### config.mk
export PLATFORM = sky130hd
export DESIGN_NAME = des_key_schedule
export DESIGN_NICKNAME = d
export VERILOG_FILES = /design/src/rtl/des_pkg.sv /design/src/rtl/des_key_schedule_pc1.sv /design/src/rtl/des_key_schedule_pc2.sv /design/src/rtl/des_key_schedule.sv
export SDC_FILE = /design/constraint.sdc
export NUM_CORES = 1
export LEC_CHECK = 0
export BUFFER_PORTS_ARGS = -buffer_cell sky130_fd_sc_hd__buf_2
export CORE_MARGIN = 4
export CORE_UTILIZATION = 40
export DETAILED_ROUTE_END_ITERATION = 16
export GPL_TIMING_DRIVEN = 1
export PLACE_DENSITY_LB_ADDON = 0.12
export SLEW_MARGIN = 40
export SYNTH_ARGS = -nofsm -noshare
export SYNTH_HDL_FRONTEND = slang
export SYNTH_SLANG_ARGS = --single-unit
export TNS_END_PERCENT = 50
### constraint.sdc
create_clock -name i_Clk -period 3.2 [get_ports i_Clk]
set_clock_uncertainty 0.15 [all_clocks]
set_input_delay 0.16 -clock i_Clk [delete_from_list [all_inputs] [get_ports i_Clk]]
set_output_delay 0.16 -clock i_Clk [all_outputs]
set_load 0.1 [all_outputs]
### src/rtl/des_pkg.sv
// DES key schedule constants: widths, PC1/PC2 select tables, shift schedule, half rotations.
// Purely declarative; no logic is instantiated from this package.
package des_pkg;

    localparam int KEY_W    = 64;
    localparam int CD_W     = 56;
    localparam int HALF_W   = 28;
    localparam int SUBKEY_W = 48;

    // Left-rotate amount applied to C/D before each round (entry 1 = round 1).
    localparam logic [1:0] SHIFT_TBL [1:16] = '{
        2'd1, 2'd1, 2'd2, 2'd2, 2'd2, 2'd2, 2'd2, 2'd2,
        2'd1, 2'd2, 2'd2, 2'd2, 2'd2, 2'd2, 2'd2, 2'd1
    };

    // Tables hold DES bit numbers (1 = MSB of the source vector); element 0 feeds the output MSB.
    localparam logic [0:55][7:0] PC1_TBL = {
        8'd57, 8'd49, 8'd41, 8'd33, 8'd25, 8'd17, 8'd9,  8'd1,
        8'd58, 8'd50, 8'd42, 8'd34, 8'd26, 8'd18, 8'd10, 8'd2,
        8'd59, 8'd51, 8'd43, 8'd35, 8'd27, 8'd19, 8'd11, 8'd3,
        8'd60, 8'd52, 8'd44, 8'd36, 8'd63, 8'd55, 8'd47, 8'd39,
        8'd31, 8'd23, 8'd15, 8'd7,  8'd62, 8'd54, 8'd46, 8'd38,
        8'd30, 8'd22, 8'd14, 8'd6,  8'd61, 8'd53, 8'd45, 8'd37,
        8'd29, 8'd21, 8'd13, 8'd5,  8'd28, 8'd20, 8'd12, 8'd4
    };

    localparam logic [0:47][7:0] PC2_TBL = {
        8'd14, 8'd17, 8'd11, 8'd24, 8'd1,  8'd5,  8'd3,  8'd28,
        8'd15, 8'd6,  8'd21, 8'd10, 8'd23, 8'd19, 8'd12, 8'd4,
        8'd26, 8'd8,  8'd16, 8'd7,  8'd27, 8'd20, 8'd13, 8'd2,
        8'd41, 8'd52, 8'd31, 8'd37, 8'd47, 8'd55, 8'd30, 8'd40,
        8'd51, 8'd45, 8'd33, 8'd48, 8'd44, 8'd49, 8'd39, 8'd56,
        8'd34, 8'd53, 8'd46, 8'd42, 8'd50, 8'd36, 8'd29, 8'd32
    };

    typedef enum logic {ST_IDLE, ST_RUN} state_t;

    // Out-of-range rounds return 0 so the half simply holds.
    function automatic logic [1:0] shift_amt(input int r);
        logic [1:0] amt;
        amt = 2'd0;
        for (int i = 1; i <= 16; i++) begin
            if (r == i) amt = SHIFT_TBL[i];
        end
        return amt;
    endfunction

    function automatic logic [HALF_W-1:0] rotl(input logic [HALF_W-1:0] x, input logic [1:0] n);
        case (n)
            2'd1:    return {x[HALF_W-2:0], x[HALF_W-1]};
            2'd2:    return {x[HALF_W-3:0], x[HALF_W-1:HALF_W-2]};
            default: return x;
        endcase
    endfunction

    function automatic logic [HALF_W-1:0] rotr(input logic [HALF_W-1:0] x, input logic [1:0] n);
        case (n)
            2'd1:    return {x[0], x[HALF_W-1:1]};
            2'd2:    return {x[1:0], x[HALF_W-1:2]};
            default: return x;
        endcase
    endfunction

endpackage

### src/rtl/des_key_schedule_pc1.sv
// DES permuted choice 1: 64-bit key to 56-bit C/D, parity bits dropped.
// Latency: combinational.
// Backpressure: none, pure wiring.
module des_key_schedule_pc1
    import des_pkg::*;
(
    input  logic [KEY_W-1:0] key,
    output logic [CD_W-1:0]  cd
);

    for (genvar i = 0; i < CD_W; i++) begin : g_sel
        localparam int SRC = KEY_W - int'(PC1_TBL[i]);
        assign cd[CD_W-1-i] = key[SRC];
    end

    logic unused_parity;
    assign unused_parity = ^{key[56], key[48], key[40], key[32], key[24], key[16], key[8], key[0]};

endmodule

### src/rtl/des_key_schedule_pc2.sv
// DES permuted choice 2: 56-bit C/D to 48-bit round key.
// Latency: combinational.
// Backpressure: none, pure wiring.
module des_key_schedule_pc2
    import des_pkg::*;
(
    input  logic [CD_W-1:0]     cd,
    output logic [SUBKEY_W-1:0] subkey
);

    for (genvar i = 0; i < SUBKEY_W; i++) begin : g_sel
        localparam int SRC = CD_W - int'(PC2_TBL[i]);
        assign subkey[SUBKEY_W-1-i] = cd[SRC];
    end

    // DES bits 9,18,22,25,35,38,43,54 are never selected by PC2.
    logic unused_bits;
    assign unused_bits = ^{cd[47], cd[38], cd[34], cd[31], cd[21], cd[18], cd[13], cd[2]};

endmodule

### src/rtl/des_key_schedule.sv
// Sequential DES subkey generator: one 48-bit round key per valid/ready handshake, encrypt or decrypt order.
// Latency: first key one cycle after start; then one key per cycle while i_Ready is high.
// Backpressure: o_Valid & !i_Ready holds C/D and o_Round; DES_KEY_PARITY_CHK_EN adds o_Parity_Err.
module des_key_schedule
    import des_pkg::*;
(
    input  logic                i_Clk,
    input  logic                i_Rst_n,
    input  logic                i_Start,
    input  logic [KEY_W-1:0]    i_Key,
    input  logic                i_Decrypt,
    input  logic                i_Ready,
    output logic                o_Valid,
    output logic [SUBKEY_W-1:0] o_Subkey,
    output logic [3:0]          o_Round,
    output logic                o_Busy,
    output logic                o_Done
`ifdef DES_KEY_PARITY_CHK_EN
    ,
    output logic                o_Parity_Err
`endif
);

    state_t              state, state_nxt;
    logic [HALF_W-1:0]   c_q, d_q, c_nxt, d_nxt;
    logic [3:0]          round_nxt;
    logic                dec_q, dec_nxt;
    logic                done_nxt;
    logic [CD_W-1:0]     pc1_cd;
    logic                hs;
    logic                last;

    des_key_schedule_pc1 u_pc1 (
        .key (i_Key),
        .cd  (pc1_cd)
    );

    des_key_schedule_pc2 u_pc2 (
        .cd     ({c_q, d_q}),
        .subkey (o_Subkey)
    );

    assign o_Valid = (state == ST_RUN);
    assign o_Busy  = (state == ST_RUN);
    assign hs      = o_Valid & i_Ready;
    assign last    = dec_q ? (o_Round == 4'd0) : (o_Round == 4'd15);

    always_comb begin
        state_nxt = state;
        c_nxt     = c_q;
        d_nxt     = d_q;
        round_nxt = o_Round;
        dec_nxt   = dec_q;
        done_nxt  = 1'b0;
        case (state)
            ST_IDLE: begin
                if (i_Start) begin
                    state_nxt = ST_RUN;
                    dec_nxt   = i_Decrypt;
                    if (i_Decrypt) begin
                        // C16/D16 equal C0/D0 because the shifts total 28.
                        c_nxt     = pc1_cd[CD_W-1:HALF_W];
                        d_nxt     = pc1_cd[HALF_W-1:0];
                        round_nxt = 4'd15;
                    end else begin
                        c_nxt     = rotl(pc1_cd[CD_W-1:HALF_W], 2'd1);
                        d_nxt     = rotl(pc1_cd[HALF_W-1:0], 2'd1);
                        round_nxt = 4'd0;
                    end
                end
            end
            ST_RUN: begin
                if (hs) begin
                    if (last) begin
                        state_nxt = ST_IDLE;
                        done_nxt  = 1'b1;
                    end
                    if (dec_q) begin
                        c_nxt     = rotr(c_q, shift_amt(int'(o_Round) + 1));
                        d_nxt     = rotr(d_q, shift_amt(int'(o_Round) + 1));
                        round_nxt = o_Round - 4'd1;
                    end else begin
                        c_nxt     = rotl(c_q, shift_amt(int'(o_Round) + 2));
                        d_nxt     = rotl(d_q, shift_amt(int'(o_Round) + 2));
                        round_nxt = o_Round + 4'd1;
                    end
                end
            end
            default: state_nxt = ST_IDLE;
        endcase
    end

    always_ff @(posedge i_Clk or negedge i_Rst_n) begin
        if (!i_Rst_n) begin
            state   <= ST_IDLE;
            c_q     <= '0;
            d_q     <= '0;
            o_Round <= 4'd0;
            dec_q   <= 1'b0;
            o_Done  <= 1'b0;
        end else begin
            state   <= state_nxt;
            c_q     <= c_nxt;
            d_q     <= d_nxt;
            o_Round <= round_nxt;
            dec_q   <= dec_nxt;
            o_Done  <= done_nxt;
        end
    end

`ifdef DES_KEY_PARITY_CHK_EN
    // DES key bytes must have odd parity; any even byte flags the key.
    logic key_par_bad;
    assign key_par_bad = ~^i_Key[7:0]   | ~^i_Key[15:8]  | ~^i_Key[23:16] | ~^i_Key[31:24] |
                         ~^i_Key[39:32] | ~^i_Key[47:40] | ~^i_Key[55:48] | ~^i_Key[63:56];

    always_ff @(posedge i_Clk or negedge i_Rst_n) begin
        if (!i_Rst_n) begin
            o_Parity_Err <= 1'b0;
        end else if (i_Start && state == ST_IDLE) begin
            o_Parity_Err <= key_par_bad;
        end
    end
`endif

endmodule

======== Word-level counts from Yosys, hierarchy flattened ========
Cells that the tools add are included.
storage, ports and cells
  bits of input ports ..................... 69
  logic and storage cells ................. 122
  output and inout port bits .............. 55
  register bits after elaboration ......... 63
operators by class
  multiplexer cells ....................... 65
  bitwise gates (word level) .............. 2
  reduce and logical (&&, ||, !) cells .... 4
  equal/unequal tests ..................... 41
  add/subtract/negate cells ............... 4
operator list
  cell                 number
  $pmux 28 s2          6
  $mux 28              8
  $eq 5x4->1 const B   16
  $mux 2               35
  $eq 5x3->1 const B   8
  $eq 5x2->1 const B   4
  $mux 4               4
  $eq 5x1->1 const B   2
  $eq 5x5->1 const B   2
  $mux 1               10
  $pmux 4 s2           1
  $add 4x1->5 const B  1
  $add 4x2->5 const B  1
  $add 4x1->4 const B  1
  $eq 2x1->1 const B   2
  $eq 2x2->1 const B   2
  $eq 4x4->1 const B   1
  $logic_not 4->1      1
  $ne 4x1->1 const B   1
  $ne 4x2->1 const B   1
  $reduce_and 2->1     2
  $reduce_and 4->1     1
  $sub 4x1->4 const B  1
  $ne 2x1->1 const B   1
  4 further kinds      4

======== Depth between registers and ports, before layout ========
Gate-level depths: netlist of the first run.
  depth after elaboration ................. 26
  depth in mapped cells ................... 12
  gate-level depth less buffers ........... 10

======== By module ========
From an unflattened synthesis of the first run, not the netlist that was laid out.
second synthesis, totals
  cell total of the unflattened synthesis .. 789
  area, all modules ....................... 6269.8 µm²
modules (own cells, without submodules)
  module                cells each  area each (µm²)  instances  sequential area each (µm²)
  des_key_schedule      685         5489.0           1          1576.5
  des_key_schedule_pc1  56          420.4            1          0.0
  des_key_schedule_pc2  48          360.3            1          0.0

======== Worst setup path before layout of the first run ========
No wires, ideal clock.
  kind .................................... reg2reg
  from .................................... register o_Round[1]
  to ...................................... register d_q[10]
  stages on the path, launching flop included .. 13
  path buffers ............................ 2
  data required time ...................... 2.918 ns
  arrival time ............................ 2.949 ns
  setup slack ............................. -0.031 ns
  clock period less this slack ............ 3.231 ns
  library setup time ...................... 0.132 ns
  path through ............................ dfrtp_1 ha_1 xor2_1 o21ai_1 nand2_1 a21o_1 ha_1 buf_2 buf_4 mux2i_1 nand2_1 a31oi_1 o21ai_1
on the way
  cells in the longest elaborated chain, start to end .. 26
  elaborated cells on any way between the ends .. 84
  those cells by class .................... add/sub: 2; eq/ne: 38; mux: 43; reduce/logical: 1
ends and longest elaborated chain
  item                                        line                                            text
  start, declared                             des_key_schedule.sv:15                          output logic [3:0] o_Round,
  start signal, assigned                      des_key_schedule.sv:105                         o_Round <= round_nxt;
  $add 4x2->5 or $add 4x1->5 (tied branches)  des_key_schedule.sv:84, des_key_schedule.sv:80
  $eq 5x1->1                                  des_pkg.sv:43                                   if (r == i) amt = SHIFT_TBL[i];
  $mux 1                                      des_pkg.sv:43
  $mux 2 or $mux 1 (tied branches)            des_pkg.sv:43
  $mux 2 (14 in series)                       des_pkg.sv:43
  $mux 2                                      des_key_schedule.sv:78                          if (dec_q) begin
  $mux 2                                      des_key_schedule.sv:73                          if (hs) begin
  $mux 2                                      des_key_schedule.sv:55                          case (state)
  $eq 2x2->1 (tied with other cells)          des_pkg.sv:49                                   case (n)
  $pmux 28 s2 (on tied branches)              des_pkg.sv:49, des_pkg.sv:57
  $mux 28                                     des_key_schedule.sv:78
  $mux 28                                     des_key_schedule.sv:73
  $pmux 28 s2                                 des_key_schedule.sv:55
  end signal, assigned                        des_key_schedule.sv:104                         d_q <= d_nxt;
  end, declared                               des_key_schedule.sv:25                          logic [HALF_W-1:0] c_q, d_q, c_nxt, d_nxt;
Several ways; a longest one is shown, not always the timed one. The select of a mux whose other input is x is not followed.
A chain may end at the register's enable or synchronous reset.

======== Final worst setup path of the first run ========
  from .................................... register o_Round[2]
  to ...................................... register d_q[12]
The elaborated chain is that of the path after synthesis.

==> results of run 1 <==
metal layers:
| layer | vias up | wire (um) | GRT usage |
|---|---|---|---|
| met1 | 2424 | 7346 | 0.2640 |
| met3 | 11 | 726 | 0.03861 |
| met2 | 114 | 6817 | 0.2768 |
| met5 | - | 0 | 0 |
| met4 | 0 | 163 | 0.04756 |
| li1 | 2558 | - | - |
layout by cell type, fill, tap and decap left out, types with 5 or more instances in the layout:
cell type and instances:
sky130_fd_sc_hd__mux2i_1 169, sky130_fd_sc_hd__dfrtp_1 60, sky130_fd_sc_hd__buf_4 7, sky130_fd_sc_hd__o21ai_1 58, sky130_fd_sc_hd__buf_12 6, sky130_fd_sc_hd__nand3_1 5
sky130_fd_sc_hd__nor2_1 60, sky130_fd_sc_hd__clkbuf_16 9, sky130_fd_sc_hd__buf_2 114, sky130_fd_sc_hd__a31oi_1 57, sky130_fd_sc_hd__nand2_1 176
through the flow:
step                utilization  instances  worst slack (ns)  cell area (sq um)
finish                   0.4598        951            0.5128               6481
global route             0.4598        951            0.2917               6481
CTS                      0.4598        951            0.5091               6481
detailed placement       0.4364        933            0.5204               6151
global placement         0.4361        933            0.5738               6147
floorplan                     -        733           0.02475               5853
state kept, by name, summed over array words and instances, names as in the netlist:
name	cells
o_Done	1
dec_q	1
o_Round	4
o_Busy	1
c_q	28
d_q	28
worst max-delay path, delay by kind of cell, from the launching register on:
family,cells,cell delay [ns]
compound gates,4,0.71
xor+xnor,1,0.20
fa+ha+maj,2,0.57
buf+inv,1,0.28
flops,1,0.48
mux,1,0.07
simple gates,2,0.15
worst max-delay path by stage:
stage	endpoint	slack (ns)
2_1_floorplan	d_q[10]$_DFFE_PN0P_	0.02
3_3_place_gp	c_q[8]$_DFFE_PN0P_	0.57
5_1_grt	d_q[18]$_DFFE_PN0P_	0.29
4_1_cts	d_q[12]$_DFFE_PN0P_	0.51
6_report	d_q[12]$_DFFE_PN0P_	0.51
3_5_place_dp	d_q[12]$_DFFE_PN0P_	0.52
kinds of logic after synthesis:
kind of cell | after synthesis
multiplexers | 170
flip-flops | 63
buffers and inverters | 115
adder cells (fa/ha/maj) | 6
XOR/XNOR | 2
AO/OA/AOI/OAI | 131
AND/OR/NAND/NOR | 246
cell type report:
type                    instances  share of cell area
well taps                     180             0.03475
clock inverters                 3            0.006178
multi-input cells             555              0.5496
flip-flops and latches         63              0.2442
repair buffers                130              0.1195
inverters                       7            0.004054
clock buffers                  13             0.04170
==> impl_results.html, run 1 <==
<table>
<tr><th>Metric</th><th>Value</th></tr>
<tr><th colspan="2">Clock network</th></tr>
<tr><td>Clock insertion delay at the later pin of the skew report</td><td>0.34 ns</td></tr>
<tr><td>Clock-pin slew on the worst setup and hold paths</td><td>0.06 ns</td></tr>
<tr><td>Total of cells resized after clock tree synthesis</td><td>0</td></tr>
<tr><td>Post-CTS setup repair buffer count</td><td>0</td></tr>
<tr><td>Number of buffers between clock root and the deepest sink</td><td>2</td></tr>
<tr><td>Clock tree root driver cell</td><td>sky130_fd_sc_hd__clkbuf_16</td></tr>
<tr><td>Number of clock sinks</td><td>between 60 and 70</td></tr>
<tr><td>CTS buffer count</td><td>9</td></tr>
<tr><td>H-tree depth</td><td>3</td></tr>
<tr><td>CTS Hold Buffers Added</td><td>2</td></tr>
<tr><td>CTS tree</td><td>done</td></tr>
<tr><th colspan="2">Setup path</th></tr>
<tr><td>CP Capture Type</td><td>register</td></tr>
<tr><td>Worst-path fanout max</td><td>56</td></tr>
<tr><td>Data arrival time of the critical path</td><td>2.79 ns</td></tr>
<tr><td>Launch instance of the worst register-to-register path</td><td>o_Round[2]$_DFFE_PN0P_</td></tr>
<tr><td>Setup slack, reg-to-reg</td><td>0.51 ns</td></tr>
<tr><td>Endpoint required time on the critical path</td><td>3.31 ns</td></tr>
<tr><td>R2R Path End</td><td>d_q[12]$_DFFE_PN0P_</td></tr>
<tr><td>CP Cell Sequence</td><td>ha_1, xor2_1, o21ai_1, nand2_1, a21o_1, ha_4, mux2i_2, a31oi_4, buf_12, nand2_1, o21ai_1</td></tr>
<tr><td>CP startpoint kind</td><td>register</td></tr>
<tr><td>Crit path max-delay cell type</td><td>sky130_fd_sc_hd__dfrtp_1</td></tr>
<tr><td>Critical path's largest stage delay</td><td>between 0.4 and 0.5 ns</td></tr>
<tr><td>R2r worst-path depth</td><td>11</td></tr>
<tr><td>Crit. Startpoint</td><td>o_Round[2]$_DFFE_PN0P_</td></tr>
<tr><td>Setup Crit Path Kind</td><td>reg2reg</td></tr>
<tr><th colspan="2">Cells and area</th></tr>
<tr><td>Share of post-route cells with drive strength above 1</td><td>0.2036</td></tr>
<tr><td>Reg area</td><td>0.001583 sq mm</td></tr>
<tr><td>Fill cell count</td><td>1,452</td></tr>
<tr><td>Area Overhead vs Synth</td><td>10.75%</td></tr>
<tr><td>Nets</td><td>841</td></tr>
<tr><td>Diode count</td><td>0</td></tr>
<tr><td>Combined area of the multi-input logic cells</td><td>0.003562 sq mm</td></tr>
<tr><th colspan="2">Yosys</th></tr>
<tr><td>Mux contribution to synthesized area</td><td>0.2914</td></tr>
<tr><td>Post-synth net total</td><td>just over 800</td></tr>
<tr><td>EDFF count, synth</td><td>0</td></tr>
<tr><td>Cell area after technology mapping</td><td>0.005852 sq mm</td></tr>
<tr><td>Count of cell types in the netlist</td><td>32</td></tr>
<tr><td>Async set-or-reset flop fraction in the synthesized netlist</td><td>1.000</td></tr>
<tr><td>Gate count of the mapped netlist</td><td>733</td></tr>
<tr><td>Post-synthesis cell type with the largest combined area</td><td>sky130_fd_sc_hd__mux2i_1</td></tr>
<tr><td>Total number of yosys warnings</td><td>0</td></tr>
<tr><td>Synth Area in Compound Gates</td><td>0.1334</td></tr>
<tr><td>Adder-cell share of the synthesized area</td><td>0.01411</td></tr>
<tr><td>Dominant cells by area after synthesis</td><td>sky130_fd_sc_hd__mux2i_1 29%, sky130_fd_sc_hd__dfrtp_1 27%, sky130_fd_sc_hd__nand2_1 11%</td></tr>
<tr><td>Most used standard cell by instance count after synthesis</td><td>sky130_fd_sc_hd__nand2_1</td></tr>
<tr><td>Commonest cells post-synth</td><td>176 x sky130_fd_sc_hd__nand2_1, 169 x sky130_fd_sc_hd__mux2i_1, 65 x sky130_fd_sc_hd__buf_4, 63 x sky130_fd_sc_hd__dfrtp_1, 60 x sky130_fd_sc_hd__nor2_1</td></tr>
<tr><td>Sequential area share after synthesis</td><td>0.2694</td></tr>
<tr><td>Fraction of the mapped netlist area in simple logic gates</td><td>0.1625</td></tr>
<tr><td>Dominant register cell in the synthesized netlist</td><td>sky130_fd_sc_hd__dfrtp_1</td></tr>
<tr><td>Top cell type's share of synthesized area</td><td>0.2891</td></tr>
<tr><td>Synth Register Bits</td><td>63</td></tr>
<tr><td>Post-synthesis xor/xnor area fraction</td><td>0.002993</td></tr>
<tr><td>Mapped Avg Cell Area</td><td>approximately 8 sq um</td></tr>
<tr><td>Largest family of logic cells by synthesized area</td><td>multiplexers</td></tr>
<tr><th colspan="2">Detailed routing</th></tr>
<tr><td>Count of antenna-violating nets left after detailed routing</td><td>0</td></tr>
<tr><td>Detailed Route Iter0 Violations</td><td>between 400 and 500</td></tr>
<tr><td>Routed via count</td><td>around 5,000</td></tr>
<tr><td># DRC</td><td>0</td></tr>
<tr><td>Total wire length</td><td>15,050 um</td></tr>
<tr><td>Via density per instance</td><td>roughly 5.4</td></tr>
<tr><td>Wire per inst</td><td>15.83 um</td></tr>
<tr><td>Router iterations before antenna repair</td><td>5</td></tr>
<tr><th colspan="2">Hold path</th></tr>
<tr><td>Startpoint of the worst hold path</td><td>i_Key[6]</td></tr>
<tr><td>Cell count of the worst hold path</td><td>5</td></tr>
<tr><td>Worst min-delay path class</td><td>in2reg</td></tr>
<tr><td>Worst-case hold path end point</td><td>c_q[20]$_DFFE_PN0P_</td></tr>
<tr><th colspan="2">Floorplanning</th></tr>
<tr><td>Die X</td><td>129.0 um</td></tr>
<tr><td>Die Area</td><td>around 0.017 sq mm</td></tr>
<tr><td>Die Span Y</td><td>between 100 and 150 um</td></tr>
<tr><td>Core Region</td><td>0.01410 sq mm</td></tr>
<tr><td>Count of boundary I/O pins</td><td>~120</td></tr>
<tr><td>Std cell rows</td><td>43</td></tr>
<tr><td>Initial core utilization</td><td>0.4151</td></tr>
<tr><th colspan="2">Global route</th></tr>
<tr><td>Total congestion overflow after global routing</td><td>0</td></tr>
<tr><td>Antenna violations before repair</td><td>0</td></tr>
<tr><td>First-pass GRT wire length</td><td>24,830 um</td></tr>
<tr><td>Vias in the first global route</td><td>4,760</td></tr>
<tr><td>Overall Global Routing Usage</td><td>0.1825</td></tr>
<tr><td>Largest net degree at the start of global routing</td><td>59</td></tr>
<tr><th colspan="2">STA</th></tr>
<tr><td>Final sum of negative setup slack</td><td>0 ns</td></tr>
<tr><td>Final critical-path required period</td><td>2.687 ns</td></tr>
<tr><td>Setup repair after global routing missed its margin</td><td>false</td></tr>
<tr><td>Rel. slew slack</td><td>0.5293</td></tr>
<tr><td>Final period util</td><td>0.8398</td></tr>
<tr><td>Final hold viol count</td><td>0</td></tr>
<tr><td>Number of pins with negative max-slew slack in the final report</td><td>0</td></tr>
<tr><td>Worst Max-Slew Pin Slew</td><td>0.7061 ns</td></tr>
<tr><td>Setup violators final</td><td>0</td></tr>
<tr><td>Hold Worst Slack</td><td>0.08363 ns</td></tr>
<tr><td>Maximum clock frequency</td><td>372.1 MHz</td></tr>
<tr><th colspan="2">Placed design</th></tr>
<tr><td>Estimated wirelength of the detail-placed design</td><td>9995 um</td></tr>
<tr><td>Input/output buffers</td><td>115</td></tr>
<tr><td>Placer's final routability congestion estimate</td><td>around 0.84</td></tr>
<tr><th colspan="2">Job</th></tr>
<tr><td>Count of max-cap constraint violations</td><td>0</td></tr>
<tr><th colspan="2">Run status</th></tr>
<tr><td>Result of the run</td><td>complete, no violations</td></tr>
</table>
Power of run 1 is not shown: default switching activity piles up to over one toggle a cycle in this logic, so the estimate is an artifact.
==> run 2: changes to the inputs <==
clock period = 2.4 ns   (was 3.2 ns; I/O delays follow)
==> run 2 against run 1 <==
The flow now finishes with violations (setup timing); die area is the same; first-iteration DRC count fell by 10%; design area increased by 3.7%; register-to-register slack worse by 0.64 ns; global-route usage rose by 0.55 points; maximum frequency increased by 6.5%; utilization up 1.7 points; hold slack got worse by 0.038 ns; critical path type unchanged; largest cell class unchanged.
==> impl_results.html, run 2 (synthesized netlist as in run 1, its figures left out) <==
<table>
<tr><th>Metric</th><th>Value</th></tr>
<tr><th colspan="2">Clock network</th></tr>
<tr><td>Number of clock sinks</td><td>63</td></tr>
<tr><td>H-tree depth</td><td>3</td></tr>
<tr><td>Clock insertion delay at the later pin of the skew report</td><td>0.34 ns</td></tr>
<tr><td>Clock tree root driver cell</td><td>sky130_fd_sc_hd__clkbuf_16</td></tr>
<tr><td>Number of buffers between clock root and the deepest sink</td><td>2</td></tr>
<tr><td>CTS tree</td><td>done</td></tr>
<tr><td>Clock-pin slew on the worst setup and hold paths</td><td>about 0.05 ns</td></tr>
<tr><td>CTS buffer count</td><td>9</td></tr>
<tr><th colspan="2">STA</th></tr>
<tr><td>Final hold viol count</td><td>0</td></tr>
<tr><td>Final worst setup slack</td><td>-0.1243 ns</td></tr>
<tr><td>Setup repair after global routing missed its margin</td><td>true</td></tr>
<tr><td>Maximum clock frequency</td><td>396.1 MHz</td></tr>
<tr><td>Number of pins with negative max-slew slack in the final report</td><td>0</td></tr>
<tr><td>Final period util</td><td>1.052</td></tr>
<tr><td>Hold Worst Slack</td><td>0.04569 ns</td></tr>
<tr><td>Rel. slew slack</td><td>0.6546</td></tr>
<tr><td>Final sum of negative setup slack</td><td>-5.253 ns</td></tr>
<tr><td>Final critical-path required period</td><td>2.524 ns</td></tr>
<tr><td>Worst Max-Slew Pin Slew</td><td>0.5217 ns</td></tr>
<tr><td>Setup violators final</td><td>56</td></tr>
<tr><th colspan="2">Hold path</th></tr>
<tr><td>Cell count of the worst hold path</td><td>5</td></tr>
<tr><td>Worst-case hold path end point</td><td>d_q[12]$_DFFE_PN0P_</td></tr>
<tr><td>Worst min-delay path class</td><td>in2reg</td></tr>
<tr><td>Startpoint of the worst hold path</td><td>i_Key[3]</td></tr>
<tr><th colspan="2">Setup path</th></tr>
<tr><td>Setup Crit Path Kind</td><td>reg2reg</td></tr>
<tr><td>CP startpoint kind</td><td>register</td></tr>
<tr><td>R2r worst-path depth</td><td>12</td></tr>
<tr><td>Crit. Startpoint</td><td>o_Round[2]$_DFFE_PN0P_</td></tr>
<tr><td>CP Capture Type</td><td>register</td></tr>
<tr><td>Setup slack, reg-to-reg</td><td>-0.12 ns</td></tr>
<tr><td>Data arrival time of the critical path</td><td>2.63 ns</td></tr>
<tr><td>Launch instance of the worst register-to-register path</td><td>o_Round[2]$_DFFE_PN0P_</td></tr>
<tr><td>R2R Path End</td><td>d_q[3]$_DFFE_PN0P_</td></tr>
<tr><td>Worst-path fanout max</td><td>24</td></tr>
<tr><td>Endpoint required time on the critical path</td><td>2.51 ns</td></tr>
<tr><th colspan="2">Floorplanning</th></tr>
<tr><td>Die X</td><td>129.0 um</td></tr>
<tr><td>Std cell rows</td><td>43</td></tr>
<tr><td>Die Area</td><td>0.01663 sq mm</td></tr>
<tr><td>Initial core utilization</td><td>0.4151</td></tr>
<tr><td>Count of boundary I/O pins</td><td>124</td></tr>
<tr><td>Core Region</td><td>roughly 0.014 sq mm</td></tr>
<tr><td>Die Span Y</td><td>129.0 um</td></tr>
<tr><th colspan="2">Global route</th></tr>
<tr><td>First-pass GRT wire length</td><td>25,440 um</td></tr>
<tr><td>Largest net degree at the start of global routing</td><td>61</td></tr>
<tr><td>Overall Global Routing Usage</td><td>0.1880</td></tr>
<tr><td>Antenna violations before repair</td><td>0</td></tr>
<tr><td>Vias in the first global route</td><td>~5,000</td></tr>
<tr><td>Total congestion overflow after global routing</td><td>0</td></tr>
<tr><th colspan="2">Cells and area</th></tr>
<tr><td>Diode count</td><td>0</td></tr>
<tr><td>Fill cell count</td><td>~1,400</td></tr>
<tr><td>Nets</td><td>857</td></tr>
<tr><td>Reg area</td><td>0.001594 sq mm</td></tr>
<tr><td>Largest registers</td><td>c_q (28), d_q (28), o_Round (4)</td></tr>
<tr><td>Commonest cells after routing, fill and taps aside</td><td>175 x sky130_fd_sc_hd__nand2_1, 169 x sky130_fd_sc_hd__mux2i_1, 114 x sky130_fd_sc_hd__buf_2, 60 x sky130_fd_sc_hd__nor2_1</td></tr>
<tr><td>Non-Filler Instances</td><td>966</td></tr>
<tr><td>Core Util, Final</td><td>0.4767</td></tr>
<tr><td>Share of post-route cells with drive strength above 1</td><td>0.2239</td></tr>
<tr><td>Area Overhead vs Synth</td><td>14.82%</td></tr>
<tr><td>Combined area of the multi-input logic cells</td><td>0.003593 sq mm</td></tr>
<tr><td>Most frequent standard cell in the layout excluding fill and tap cells</td><td>sky130_fd_sc_hd__nand2_1</td></tr>
<tr><th colspan="2">Detailed routing</th></tr>
<tr><td>Routed via count</td><td>5,248</td></tr>
<tr><td>Top sig layer</td><td>met4</td></tr>
<tr><td>Count of antenna-violating nets left after detailed routing</td><td>0</td></tr>
<tr><td>Wire length on met1</td><td>between 7000 and 8000 um</td></tr>
<tr><td>Total wire length</td><td>16,300 um</td></tr>
<tr><td>Via density per instance</td><td>approximately 5.4</td></tr>
<tr><td>Router iterations before antenna repair</td><td>4</td></tr>
<tr><td>Met2 WL post-DR</td><td>7707 um</td></tr>
<tr><td># DRC</td><td>0</td></tr>
<tr><td>Wire per inst</td><td>between 15 and 20 um</td></tr>
<tr><td>Routed met3 length</td><td>789 um</td></tr>
<tr><td>Detailed Route Iter0 Violations</td><td>378</td></tr>
<tr><th colspan="2">Run status</th></tr>
<tr><td>Result of the run</td><td>finished, violations left</td></tr>
<tr><td>Failing checks</td><td>setup timing</td></tr>
<tr><th colspan="2">Job</th></tr>
<tr><td>Count of max-cap constraint violations</td><td>0</td></tr>
<tr><th colspan="2">Placed design</th></tr>
<tr><td>Dpl cells</td><td>944</td></tr>
<tr><td>Input/output buffers</td><td>115</td></tr>
<tr><td>Placer's final routability congestion estimate</td><td>0.8639</td></tr>
<tr><td>Estimated wirelength of the detail-placed design</td><td>10,740 um</td></tr>
</table>
run 2: area by class of cell:
type | count | share of cell area
Inverter | 7 | 0.003911
Timing Repair Buffer | 146 | 0.1520
Sequential cell | 63 | 0.2372
Clock inverter | 1 | 0.0007449
Tap cell | 180 | 0.03352
Multi-Input combinational cell | 555 | 0.5348
Clock buffer | 14 | 0.03780
run 2: timing repair:
| action | 4_1_cts | 5_1_grt |
|---|---|---|
| pin swaps | 0 | 2 |
| resized for setup | 1 | 7 |
| setup buffers | 0 | 1 |
| endpoints found under the hold margin | 18 | 0 |
| hold buffers | 2 | 0 |
| endpoints found under the setup margin | 56 | 56 |
| gates cloned | 0 | 4 |
run 2: metal layers:
| metal | vias up | global-route usage |
|---|---|---|
| met1 | 2515 | 0.2616 |
| met2 | 131 | 0.2979 |
| met5 | - | 0 |
| met3 | 11 | 0.04276 |
| met4 | 0 | 0.04385 |
| li1 | 2591 | - |
run 2: metrics by stage:
step	worst slack, ns	cell area (sq um)
after floorplan	-0.2044	5891
after global placement	-0.03945	6279
after detailed placement	-0.06263	6279
after CTS	-0.08250	6561
after global routing	-0.2027	6719
final	-0.1243	6719
run 2: critical path, cell delays in order, from the launching register on:
cell and delay, ns:
sky130_fd_sc_hd__dfrtp_4 0.48, sky130_fd_sc_hd__ha_4 0.18, sky130_fd_sc_hd__xor2_1 0.17, sky130_fd_sc_hd__o21ai_1 0.15
sky130_fd_sc_hd__nand2_1 0.07, sky130_fd_sc_hd__a21o_1 0.17, sky130_fd_sc_hd__ha_4 0.28, sky130_fd_sc_hd__mux2i_4 0.06
sky130_fd_sc_hd__a31oi_4 0.20, sky130_fd_sc_hd__buf_12 0.18, sky130_fd_sc_hd__clkbuf_16 0.21, sky130_fd_sc_hd__nand2_1 0.06
sky130_fd_sc_hd__o21ai_1 0.07
run 2: worst max path at each step:
stage | to | cells past startpoint
global route | d_q[10]$_DFFE_PN0P_ | 12
CTS | c_q[12]$_DFFE_PN0P_ | 11
floorplan | c_q[18]$_DFFE_PN0P_ | 12
detailed placement | d_q[8]$_DFFE_PN0P_ | 11
global placement | d_q[21]$_DFFE_PN0P_ | 10
finish | d_q[3]$_DFFE_PN0P_ | 12
Power of run 2 is left out for the same reason.
==> run 3: changes to the inputs <==
BUFFER_PORTS_ARGS = not set   (was -buffer_cell sky130_fd_sc_hd__buf_2)
DONT_BUFFER_PORTS = 1   (was not set)
clock period = 3.3 ns   (was 2.4 ns; I/O delays follow)
==> run 3 against run 2 <==
The run now ends clean; utilization is 0.75 points higher; critical path depth decreased by 2; die area did not move; routed wire length fell by 2.8%; maximum frequency down 14%; design area grew 1.6%; count of clock-buffer cells in the layout unchanged; via count fell by 1.5%; setup slack better by 0.48 ns; register-to-register slack better by 0.48 ns; highest routed layer unchanged; critical endpoint is now c_q[9]$_DFFE_PN0P_.
==> impl_results.html, run 3 (synthesized netlist as in run 1, its figures left out) <==
<table>
<tr><th>Metric</th><th>Value</th></tr>
<tr><th colspan="2">Hold path</th></tr>
<tr><td>Worst-case hold path end point</td><td>d_q[10]$_DFFE_PN0P_</td></tr>
<tr><td>Startpoint of the worst hold path</td><td>i_Key[19]</td></tr>
<tr><td>Worst min-delay path class</td><td>in2reg</td></tr>
<tr><td>Cell count of the worst hold path</td><td>4</td></tr>
<tr><th colspan="2">Global route</th></tr>
<tr><td>Antenna violations before repair</td><td>0</td></tr>
<tr><td>Total congestion overflow after global routing</td><td>0</td></tr>
<tr><td>Overall Global Routing Usage</td><td>0.1928</td></tr>
<tr><td>First-pass GRT wire length</td><td>approximately 26,000 um</td></tr>
<tr><td>Vias in the first global route</td><td>slightly above 5,000</td></tr>
<tr><td>Largest net degree at the start of global routing</td><td>64</td></tr>
<tr><th colspan="2">Placed design</th></tr>
<tr><td>Placer's final routability congestion estimate</td><td>0.7542</td></tr>
<tr><td>Area after DPL</td><td>between 0.005 and 0.006 sq mm</td></tr>
<tr><td>Input/output buffers</td><td>0</td></tr>
<tr><td>Estimated wirelength of the detail-placed design</td><td>~10000 um</td></tr>
<tr><th colspan="2">Detailed routing</th></tr>
<tr><td>Wire per inst</td><td>16.83 um</td></tr>
<tr><td>Via density per instance</td><td>5.493</td></tr>
<tr><td># DRC</td><td>0</td></tr>
<tr><td>Routed via count</td><td>5,169</td></tr>
<tr><td>Router iterations before antenna repair</td><td>5</td></tr>
<tr><td>Count of antenna-violating nets left after detailed routing</td><td>0</td></tr>
<tr><td>Total wire length</td><td>15,840 um</td></tr>
<tr><td>Detailed Route Iter0 Violations</td><td>between 300 and 400</td></tr>
<tr><th colspan="2">Cells and area</th></tr>
<tr><td>Most frequent standard cell in the layout excluding fill and tap cells</td><td>sky130_fd_sc_hd__nand2_1</td></tr>
<tr><td>Nets</td><td>831</td></tr>
<tr><td>Post-layout instance area</td><td>0.006825 sq mm</td></tr>
<tr><td>Fill cell count</td><td>1,413</td></tr>
<tr><td>Commonest cells after routing, fill and taps aside</td><td>176 x sky130_fd_sc_hd__nand2_1, 169 x sky130_fd_sc_hd__mux2i_1, 61 x sky130_fd_sc_hd__dfrtp_1, 60 x sky130_fd_sc_hd__nor2_1</td></tr>
<tr><td>Largest registers</td><td>c_q (28), d_q (28), o_Round (4)</td></tr>
<tr><td>Share of post-route cells with drive strength above 1</td><td>0.1222</td></tr>
<tr><td>Area Overhead vs Synth</td><td>16.63%</td></tr>
<tr><td>Diode count</td><td>0</td></tr>
<tr><th colspan="2">Setup path</th></tr>
<tr><td>Endpoint required time on the critical path</td><td>approximately 3.4 ns</td></tr>
<tr><td>Critical path's largest stage delay</td><td>around 0.53 ns</td></tr>
<tr><td>Setup Crit Path Kind</td><td>reg2reg</td></tr>
<tr><td>R2R Path End</td><td>c_q[9]$_DFFE_PN0P_</td></tr>
<tr><td>Worst-path fanout max</td><td>28</td></tr>
<tr><td>CP Capture Type</td><td>register</td></tr>
<tr><td>CP Cell Sequence</td><td>ha_1, xor2_1, nor3_1, a21oi_1, ha_4, buf_12, mux2i_1, nand2_1, a31oi_1, o21ai_1</td></tr>
<tr><td>Crit. Startpoint</td><td>o_Round[2]$_DFFE_PN0P_</td></tr>
<tr><td>Data arrival time of the critical path</td><td>3.01 ns</td></tr>
<tr><td>Crit path max-delay cell type</td><td>sky130_fd_sc_hd__dfrtp_1</td></tr>
<tr><td>Launch instance of the worst register-to-register path</td><td>o_Round[2]$_DFFE_PN0P_</td></tr>
<tr><td>Setup slack, reg-to-reg</td><td>0.35 ns</td></tr>
<tr><td>CP startpoint kind</td><td>register</td></tr>
<tr><td>R2r worst-path depth</td><td>10</td></tr>
<tr><th colspan="2">STA</th></tr>
<tr><td>Maximum clock frequency</td><td>339.5 MHz</td></tr>
<tr><td>Final sum of negative setup slack</td><td>0 ns</td></tr>
<tr><td>Worst Max-Slew Pin Slew</td><td>0.8621 ns</td></tr>
<tr><td>Setup repair after global routing missed its margin</td><td>false</td></tr>
<tr><td>Setup violators final</td><td>0</td></tr>
<tr><td>Number of pins with negative max-slew slack in the final report</td><td>0</td></tr>
<tr><td>Final critical-path required period</td><td>2.946 ns</td></tr>
<tr><td>Final hold viol count</td><td>0</td></tr>
<tr><td>Rel. slew slack</td><td>0.4256</td></tr>
<tr><td>Final period util</td><td>0.8926</td></tr>
<tr><th colspan="2">Floorplanning</th></tr>
<tr><td>Std cell rows</td><td>43</td></tr>
<tr><td>Die Span Y</td><td>about 130 um</td></tr>
<tr><td>Die X</td><td>between 100 and 150 um</td></tr>
<tr><td>Die Area</td><td>approximately 0.017 sq mm</td></tr>
<tr><td>Initial core utilization</td><td>0.4151</td></tr>
<tr><td>Count of boundary I/O pins</td><td>124</td></tr>
<tr><td>Core Region</td><td>0.01410 sq mm</td></tr>
<tr><th colspan="2">Clock network</th></tr>
<tr><td>Clock-pin slew on the worst setup and hold paths</td><td>0.06 ns</td></tr>
<tr><td>Clock tree root driver cell</td><td>sky130_fd_sc_hd__clkbuf_16</td></tr>
<tr><td>Total of cells resized after clock tree synthesis</td><td>0</td></tr>
<tr><td>Post-CTS setup repair buffer count</td><td>0</td></tr>
<tr><td>CTS Hold Buffers Added</td><td>56</td></tr>
<tr><td>CTS tree</td><td>done</td></tr>
<tr><td>Number of clock sinks</td><td>63</td></tr>
<tr><td>CTS buffer count</td><td>9</td></tr>
<tr><td>Number of buffers between clock root and the deepest sink</td><td>2</td></tr>
<tr><td>H-tree depth</td><td>3</td></tr>
<tr><td>Clock insertion delay at the later pin of the skew report</td><td>0.34 ns</td></tr>
<tr><th colspan="2">Run status</th></tr>
<tr><td>Result of the run</td><td>complete, no violations</td></tr>
<tr><th colspan="2">Job</th></tr>
<tr><td>Count of max-cap constraint violations</td><td>0</td></tr>
</table>
-- run 3: cell count changes in the layout (fill, tap and decap cells not counted), moves of 3 or more --
| cell | before | now |
|---|---|---|
| sky130_fd_sc_hd__buf_2 | 114 | 0 |
| sky130_fd_sc_hd__buf_4 | 16 | 58 |
| sky130_fd_sc_hd__clkbuf_1 | 4 | 1 |
| sky130_fd_sc_hd__clkbuf_16 | 13 | 9 |
| sky130_fd_sc_hd__clkbuf_8 | 1 | 4 |
| sky130_fd_sc_hd__dfrtp_1 | 57 | 61 |
| sky130_fd_sc_hd__dfrtp_4 | 4 | 1 |
| sky130_fd_sc_hd__dlygate4sd3_1 | 2 | 55 |
-- run 3: how the worst max path moves through the flow --
stage                          endpoint  slack, ns  depth (start not counted)
floorplan           d_q[10]$_DFFE_PN0P_       0.07                         12
global placement    c_q[16]$_DFFE_PN0P_       0.48                         10
detailed placement   c_q[9]$_DFFE_PN0P_       0.37                         10
CTS                  c_q[9]$_DFFE_PN0P_       0.34                         10
global route        c_q[12]$_DFFE_PN0P_       0.10                         10
finish               c_q[9]$_DFFE_PN0P_       0.35                         10
-- run 3: stage by stage --
stage,cells,utilization,hold WS [ns],worst slack (ns)
after floorplan,733,-,-0.2806,0.06863
after global placement,869,0.4222,-0.2766,0.4824
after detailed placement,869,0.4222,-0.2769,0.3674
after CTS,941,0.4842,0.0005181,0.3426
after global routing,941,0.4842,0.03524,0.1041
final,941,0.4842,0.005180,0.3544
-- run 3: worst max-delay path: cells and delay by family, from the launching register on --
kind | cells | cell delay [ns]
AOI/OAI and AO/OA | 3 | 0.52
muxes | 1 | 0.23
and+or+nand+nor | 2 | 0.13
DFF | 1 | 0.53
adders and majority gates | 2 | 0.75
xor gates and xnor gates | 1 | 0.21
buffers and inverters | 1 | 0.28
-- run 3: final cells by class --
| type | count | area, sq um | area share |
|---|---|---|---|
| clock buffer | 14 | 284.0 | 0.04161 |
| multi-input combinational | 555 | 3562 | 0.5219 |
| timing repair buffer | 120 | 1134 | 0.1661 |
| sequential | 63 | 1582 | 0.2317 |
| tap | 180 | 225.2 | 0.03300 |
| inverter | 7 | 26.28 | 0.003850 |
| clock inverter | 2 | 12.51 | 0.001833 |
-- run 3: routing by layer --
layer	track usage	routed length, um	vias to the layer above
met3	0.03653	865	20
met1	0.2613	7296	2472
met4	0.06609	302	0
met5	0	0	-
li1	-	-	2552
met2	0.3085	7374	125
Power of run 3 is left out for the same reason.
